--- config.mk ---
export PLATFORM = sky130hd
export DESIGN_NAME = rf_write_demux_flat
export DESIGN_NICKNAME = d
export VERILOG_FILES = /design/src/rtl/rf_write_demux_pkg.sv /design/src/rtl/rf_write_demux_if.sv /design/src/rtl/rf_addr_decoder.sv /design/src/rtl/rf_write_demux.sv /design/src/flat_wrapper.sv
export SDC_FILE = /design/constraint.sdc
export NUM_CORES = 2
export LEC_CHECK = 0
export ABC_AREA = 1
export ABC_CLOCK_PERIOD_IN_PS = 40000
export BUFFER_PORTS_ARGS = -buffer_cell sky130_fd_sc_hd__buf_4
export CAP_MARGIN = 20
export CORE_AREA = 2 2 428 430
export DETAILED_ROUTE_END_ITERATION = 6
export DIE_AREA = 0 0 430 432
export PLACE_DENSITY = 0.41
export SYNTH_ARGS = -nofsm -noshare
export SYNTH_HDL_FRONTEND = slang
export SYNTH_SLANG_ARGS = --single-unit
--- constraint.sdc ---
create_clock -name clk -period 40 [get_ports clk]
set_input_delay 4 -clock clk [delete_from_list [all_inputs] [get_ports clk]]
set_output_delay 4 -clock clk [all_outputs]
set_load 0.05 [all_outputs]
--- src/rtl/rf_write_demux_pkg.sv ---
// rf_write_demux_pkg: shared defaults and register-index constants for the register-file write path.
package rf_write_demux_pkg;

    localparam int DEF_DATA_WIDTH = 32;
    localparam int DEF_ADDR_WIDTH = 5;
    localparam int DEF_NUM_REGS   = 32;
    localparam int DEF_ZERO_REG   = 1;
    localparam int ZERO_REG_IDX   = 0;

    // An index addresses a real register only below the implemented count.
    function automatic logic addr_in_range(input logic [31:0] addr, input int num_regs);
        return addr < 32'(num_regs);
    endfunction

endpackage

--- src/rtl/rf_write_demux_if.sv ---
// rf_write_demux_if: write request bus plus parallel register export of the register-file write path.
interface rf_write_demux_if
    import rf_write_demux_pkg::*;
#(
    parameter int DATA_WIDTH = DEF_DATA_WIDTH,
    parameter int ADDR_WIDTH = DEF_ADDR_WIDTH,
    parameter int NUM_REGS   = DEF_NUM_REGS
);
    logic                           wr_req;
    logic [ADDR_WIDTH-1:0]          wr_addr;
    logic [DATA_WIDTH-1:0]          wr_data;
    logic                           wr_hold;
    logic                           wr_rdy;
    logic                           wr_ack;
    logic                           wr_err;
    logic [NUM_REGS-1:0]            ld_stb;
    logic [NUM_REGS*DATA_WIDTH-1:0] reg_q;

    modport master (
        output wr_req, wr_addr, wr_data, wr_hold,
        input  wr_rdy, wr_ack, wr_err, ld_stb, reg_q
    );

    modport slave (
        input  wr_req, wr_addr, wr_data, wr_hold,
        output wr_rdy, wr_ack, wr_err, ld_stb, reg_q
    );

endinterface

--- src/rtl/rf_addr_decoder.sv ---
// rf_addr_decoder: enabled address-to-one-hot decoder built as an and/not chain per output.
module rf_addr_decoder
    import rf_write_demux_pkg::*;
#(
    parameter int ADDR_WIDTH = DEF_ADDR_WIDTH,
    parameter int NUM_REGS   = DEF_NUM_REGS
) (
    input  logic [ADDR_WIDTH-1:0] addr,
    input  logic                  en,
    output logic [NUM_REGS-1:0]   onehot
);

    for (genvar i = 0; i < NUM_REGS; i++) begin : g_out
        localparam logic [ADDR_WIDTH-1:0] IDX = ADDR_WIDTH'(i);
        logic [ADDR_WIDTH:0] term;
        assign term[0] = en;
        // Each stage ANDs in the true or inverted address bit matching this output's index.
        for (genvar b = 0; b < ADDR_WIDTH; b++) begin : g_bit
            assign term[b+1] = term[b] & (IDX[b] ? addr[b] : ~addr[b]);
        end
        assign onehot[i] = term[ADDR_WIDTH];
    end

endmodule

--- src/rtl/rf_write_demux.sv ---
// rf_write_demux: stages write requests one cycle, decodes to a load strobe and commits into the register file.
module rf_write_demux
    import rf_write_demux_pkg::*;
#(
    parameter int DATA_WIDTH = DEF_DATA_WIDTH,
    parameter int ADDR_WIDTH = DEF_ADDR_WIDTH,
    parameter int NUM_REGS   = DEF_NUM_REGS,
    parameter int ZERO_REG   = DEF_ZERO_REG
) (
    input  logic            clk,
    input  logic            rst,
    rf_write_demux_if.slave bus
);

    localparam logic [ADDR_WIDTH:0]   LIMIT    = (ADDR_WIDTH+1)'(NUM_REGS);
    localparam logic [ADDR_WIDTH-1:0] ZERO_IDX = ADDR_WIDTH'(ZERO_REG_IDX);

    logic                  stg_valid;
    logic [ADDR_WIDTH-1:0] stg_addr;
    logic [DATA_WIDTH-1:0] stg_data;
    logic                  accept;
    logic                  commit;
    logic                  out_of_range;
    logic                  zero_target;
    logic                  ack;
    logic                  err;

    assign bus.wr_rdy   = !rst && (!stg_valid || !bus.wr_hold);
    assign accept       = bus.wr_req && bus.wr_rdy;
    assign commit       = stg_valid && !bus.wr_hold;
    assign out_of_range = {1'b0, stg_addr} >= LIMIT;
    assign zero_target  = (ZERO_REG != 0) && (stg_addr == ZERO_IDX);
    assign bus.wr_ack   = ack;
    assign bus.wr_err   = err;

    always_ff @(posedge clk or posedge rst) begin
        if (rst) begin
            stg_valid <= 1'b0;
            stg_addr  <= '0;
            stg_data  <= '0;
        end else if (accept) begin
            stg_valid <= 1'b1;
            stg_addr  <= bus.wr_addr;
            stg_data  <= bus.wr_data;
        end else if (commit) begin
            stg_valid <= 1'b0;
        end
    end

    always_ff @(posedge clk or posedge rst) begin
        if (rst) begin
            ack <= 1'b0;
            err <= 1'b0;
        end else begin
            ack <= commit;
            err <= commit && out_of_range;
        end
    end

    // Discarded writes (hardwired zero register, unimplemented index) simply never enable the decoder.
    rf_addr_decoder #(
        .ADDR_WIDTH(ADDR_WIDTH),
        .NUM_REGS  (NUM_REGS)
    ) u_dec (
        .addr  (stg_addr),
        .en    (commit && !out_of_range && !zero_target),
        .onehot(bus.ld_stb)
    );

    for (genvar i = 0; i < NUM_REGS; i++) begin : g_reg
        logic [DATA_WIDTH-1:0] q;
        if (ZERO_REG != 0 && i == ZERO_REG_IDX) begin : g_zero
            assign q = '0;
        end else begin : g_flop
            always_ff @(posedge clk or posedge rst) begin
                if (rst) q <= '0;
                else if (bus.ld_stb[i]) q <= stg_data;
            end
        end
        assign bus.reg_q[i*DATA_WIDTH +: DATA_WIDTH] = q;
    end

endmodule
--- src/flat_wrapper.sv ---
// flat-port wrapper written by rule: the top's interface ports become plain ports
module rf_write_demux_flat import rf_write_demux_pkg::*;
#(
    parameter int DATA_WIDTH = DEF_DATA_WIDTH,
    parameter int ADDR_WIDTH = DEF_ADDR_WIDTH,
    parameter int NUM_REGS   = DEF_NUM_REGS,
    parameter int ZERO_REG   = DEF_ZERO_REG
)
  (clk, rst, bus_wr_req, bus_wr_addr, bus_wr_data, bus_wr_hold, bus_wr_rdy, bus_wr_ack, bus_wr_err, bus_ld_stb, bus_reg_q);
  rf_write_demux_if #(.DATA_WIDTH(DATA_WIDTH), .ADDR_WIDTH(ADDR_WIDTH), .NUM_REGS(NUM_REGS)) bus_i ();
  input  logic clk;
  input  logic rst;
  input wire logic [$bits(bus_i.wr_req)-1:0] bus_wr_req;
  input wire logic [$bits(bus_i.wr_addr)-1:0] bus_wr_addr;
  input wire logic [$bits(bus_i.wr_data)-1:0] bus_wr_data;
  input wire logic [$bits(bus_i.wr_hold)-1:0] bus_wr_hold;
  output wire logic [$bits(bus_i.wr_rdy)-1:0] bus_wr_rdy;
  output wire logic [$bits(bus_i.wr_ack)-1:0] bus_wr_ack;
  output wire logic [$bits(bus_i.wr_err)-1:0] bus_wr_err;
  output wire logic [$bits(bus_i.ld_stb)-1:0] bus_ld_stb;
  output wire logic [$bits(bus_i.reg_q)-1:0] bus_reg_q;
  assign bus_i.wr_req = bus_wr_req;
  assign bus_i.wr_addr = bus_wr_addr;
  assign bus_i.wr_data = bus_wr_data;
  assign bus_i.wr_hold = bus_wr_hold;
  assign bus_wr_rdy = bus_i.wr_rdy;
  assign bus_wr_ack = bus_i.wr_ack;
  assign bus_wr_err = bus_i.wr_err;
  assign bus_ld_stb = bus_i.ld_stb;
  assign bus_reg_q = bus_i.reg_q;
  rf_write_demux #(.DATA_WIDTH(DATA_WIDTH), .ADDR_WIDTH(ADDR_WIDTH), .NUM_REGS(NUM_REGS), .ZERO_REG(ZERO_REG)) u_core (.clk(clk), .rst(rst), .bus(bus_i));
endmodule
=== After elaboration in Yosys (flattened, before gate mapping) ===
Index checks and enable logic that the tools add are counted.

* Register bits after elaboration: 1031
* Input bits: 41
* Output and inout bits: 1059

* Multiplexer cells: 2
* Bitwise logic cells: 67
* Reduce and logical (&&, ||, !) cells: 11

{| class="wikitable"
|+ Operator list
! kind !! number
|-
| $and 1x1->1 || 62
|-
| $logic_not 5->1 || 1
|-
| $not 1->1 || 5
|-
| $logic_and 1x1->1 || 4
|-
| $logic_not 1->1 || 4
|-
| $mux 1 || 2
|-
| $reduce_bool 2->1 || 1
|-
| $logic_or 1x1->1 || 1
|}

=== Depth between registers and ports, before layout ===
* Word-level depth: 8
* Depth in mapped cells: 9

=== By module ===
Synthesis repeated with hierarchy kept, for this count alone.

* Cell total of the unflattened synthesis: 4556
* Area, all modules: 40802.9 µm²

{| class="wikitable"
|+ By module, submodules not included
! module !! instances !! cells an instance !! area an instance (µm²) !! sequential area each (µm²)
|-
| rf_write_demux || 1 || 4494 || 40521.4 || 25799.7
|-
| rf_addr_decoder || 1 || 62 || 281.5 || 0.0
|}

=== Worst setup path after synthesis ===
Ideal clock, no wire load.

* Path kind: in2out
* From: in bus_wr_hold
* To: out bus_ld_stb[21]
* Arrival: 5.298 ns
* Slack: 30.702 ns
* Stages on the path: 3
* Path buffers: 0
* Cells stage by stage: nor2_4 nand2_1 nor3_1

* Longest elaborated chain between the ends: 8

{| class="wikitable"
|+ RTL lines
! what !! RTL line !! text
|-
| start, declared || flat_wrapper.sv:16 || <nowiki>input wire logic [$bits(bus_i.wr_hold)-1:0] bus_wr_hold;</nowiki>
|-
| $logic_not 1->1 || rf_write_demux.sv:30 || <nowiki>assign commit = stg_valid && !bus.wr_hold;</nowiki>
|-
| $logic_and 1x1->1 || rf_write_demux.sv:30 ||
|-
| $logic_and 1x1->1 || rf_write_demux.sv:66 || <nowiki>.en (commit && !out_of_range && !zero_target),</nowiki>
|-
| $and 1x1->1 (5 in a row) || rf_addr_decoder.sv:19 || <nowiki>assign term[b+1] = term[b] & (IDX[b] ? addr[b] : ~addr[b]);</nowiki>
|-
| end, declared || flat_wrapper.sv:20 || <nowiki>output wire logic [$bits(bus_i.ld_stb)-1:0] bus_ld_stb;</nowiki>
|}

Every way passes these cells.

=== Final worst setup path ===
* From: in bus_wr_hold
* To: out bus_ld_stb[7]

* Longest elaborated chain between the ends: 8

{| class="wikitable"
|+ RTL lines
! what !! RTL line !! text
|-
| $logic_not 1->1 || rf_write_demux.sv:30 ||
|-
| $logic_and 1x1->1 || rf_write_demux.sv:30 ||
|-
| net u_core.commit || rf_write_demux.sv:22 || <nowiki>logic commit;</nowiki>
|-
| $logic_and 1x1->1 || rf_write_demux.sv:66 ||
|-
| $and 1x1->1 (5 in a row) || rf_addr_decoder.sv:19 ||
|}

The timed path passes the listed nets, and every way through them passes these cells.

==> out/results.ini <==
[worst_setup_path]
crit_required_ps = 36000
r2r_start = u_core.stg_addr[4]
startpoint_type = input port
crit_path_max_fanout = 65
critPathKind = in2out
crit_slowest_cell = buf_4
path_cells = buf_4 -> nor2_4 -> nand3_1 -> nor2_4 -> buf_4 -> buf_4 -> nand2_2 -> buf_4 -> inv_1 -> buf_4
slowest_delay_ps = 560
reg2reg_to = u_core.g_reg[11].q[22]
regToRegSetupSlack_ps = 36640
critPathMostFrequentCell = buf_4
rr_worst_depth = 7
arrival_ps = 6600
end_kind = primary output

[synth]
synth_top_area_share_pct = 66.8
synth_area_leader_cell = dfrtp_1
synth_simple_gate_area_share_pct = 17.9
synth_fa_ha_area_share_pct = 0
ys_warn_count = 0
yosys-top-cells-area = dfrtp_1 67%, nand2_1 13%, o21ai_0 9.0%
ys_ff_latch = 1031
ys_seq_area_share_pct = 66.8
netlist-cell-type-count = 19
avgSynthCellArea_um2 = 9.73
netlist_area_um2 = 38600
async_flop_share_pct = 100
synth_edf_count = 0
synth_cells = 3969
synthTopCellsByCount = 1363 x nand2_1, 1031 x dfrtp_1, 698 x o21ai_0, 259 x clkbuf_1, 140 x nand3_1
synth_top_family_by_area = simple AND/OR/NAND/NOR gates
synth-compound-area-share_pct = 10.0
synth.area.mux_share_pct = 0
synthXorXnorAreaFrac_pct = 0
synth_flop_cell = dfrtp_1
yosysMostFrequentCell = nand2_1

[cts]
post_cts_buffers = 0
h-tree-depth = 3
hold_buffers = 0
cts-resized-gates = 0
cts_buffers = 120
cts_buffer_depth = 3
clk_pin_slew_ps = 50
clk_latency_ps = 790
clock-root-buffer = clkbuf_16
cts_tree = yes
clkSinkCount = 1031

[timing]
period_minus_slack_ps = 10600
setup_viol = 0
worst_pin_slew_ps = 1150
min_period_over_period_pct = 26.5
slew-limit-headroom_pct = 23.5
slew_viol_final = 0
finClkSkew_ps = 25.8
fmax_ghz = 0.0943
fin_setup_tns_ps = 0
hold_viol_final = 0
grt_setup_unrepaired = false

[global_route]
grt_max_degree = 159
grt.overflow.total = 0
grt_util_all_layers_pct = 20.8
grt_pass1_wl_um = 269000
grt_pass1_vias = 31100
antenna_found_initial = 28

[die]
dieArea_um2 = 186000
die_y_um = 432
core_um2 = 182000
rows = 157
die_w_um = 430
start_util_pct = 21.3
pin_count = 1100

[routing]
drt_wl_total_um = 199000
drc = 0
ant_nets = 0
first_iter_violations = 3018
wl_per_cell_um = 27.0
firstDrtPassIters = 6
via_per_inst = 4.37
vias = 32300

[job]
max_cap_violations = 0

[pwr]
p_leak_nw = 27.4
irDropWorstVdd_v = 0.0000455
power_w = 0.00485
powerDensity_nw_per_um2 = 91.6

[layout]
multi_input_area_um2 = 11000
nets = 4923
area_growth_pct = 37.0
regArea_um2 = 25800
drive_above_1_share_pct = 28.2
fin_util_pct = 29.1
n_fill_cell = 19300

[min_path]
min_to = u_core.g_reg[31].q[15]
hold_start = u_core.g_reg[31].q[15]
hold_depth = 2
min_path_type = reg2reg

[placement]
port_buffers = 1065
gp_congestion = 0.807
hpwl_um = 133000

[outcome]
status = finished, final reports clean

[layout by cell type (no fill, tap or decap), types with 25 or more instances in the layout]
master	n
nand2_1	1354
conb_1	34
buf_4	1155
o21ai_0	698
clkinv_2	25
inv_1	50
o21ai_1	38
a21oi_1	38
clkbuf_1	29
nand3_1	132
nand4_1	135
clkbuf_8	31
dfrtp_1	1027
nor2_1	39
clkbuf_16	121
[registers in the layout, indices dropped and copies added, names as in the netlist]
name / flops
u_core.stg_data: 32
u_core.bus.wr_ack: 1
u_core.stg_addr: 5
u_core.stg_valid: 1
u_core.g.q: 992
[worst max-delay path by stage]
stage               cells after the start         from  slack [ps]           endpoint
detailed placement                     10  bus_wr_hold       29440      bus_ld_stb[7]
global route                           10  bus_wr_hold       29260      bus_ld_stb[7]
CTS                                    10  bus_wr_hold       29440      bus_ld_stb[7]
finish                                 10  bus_wr_hold       29400      bus_ld_stb[7]
global placement                       10  bus_wr_hold       29430      bus_ld_stb[7]
floorplan                               1          rst        6990  u_core.bus.wr_ack
[cell type report]
| type | count | area share [%] |
|---|---|---|
| Sequential cell | 1031 | 48.8 |
| Clock buffer | 181 | 6.74 |
| Antenna cell | 10 | 0.0473 |
| Clock inverter | 41 | 0.856 |
| Inverter | 69 | 0.508 |
| Tap cell | 2385 | 5.64 |
| Multi-Input combinational cell | 2499 | 20.8 |
| Timing Repair Buffer | 1161 | 16.6 |
[worst max-delay path: cells and delay by family]
family / cells / cell delay, ps
buffers and inverters: 6 / 1650
and+or+nand+nor: 4 / 840
[per-stage QoR]
step / setup slack, ps / instance area, um2 / cells / hold WS [ps]
2_1_floorplan: 6990 / 38800 / 4002 / 485
5_1_grt: 29260 / 52900 / 7368 / 491
3_3_place_gp: 29430 / 48800 / 7143 / 457
6_report: 29400 / 52900 / 7377 / 471
4_1_cts: 29440 / 52900 / 7367 / 474
3_5_place_dp: 29440 / 48900 / 7145 / 459
[layer usage]
layer	vias to the layer above	GRT usage, %	routed length (um)
met5	-	0	0
met4	0	9.04	8530
met3	280	3.56	10000
met2	1065	35.5	99100
met1	16200	25.7	81700
li1	14700	-	-
[kinds of logic (layout without fill, tap and decap cells)]
| family | count (synthesis) | after routing |
|---|---|---|
| simple gates | 1691 | 1691 |
| flops | 1031 | 1031 |
| compound gates | 774 | 774 |
| buf+inv | 472 | 1452 |
| other cells | 1 | 44 |
[power by group]
group | switching (W) | internal (W)
Sequential | 0.000223 | 0.00135
Clock | 0.000482 | 0.000647
Combinational | 0.00164 | 0.000507
(Power assumes the default switching activity.)
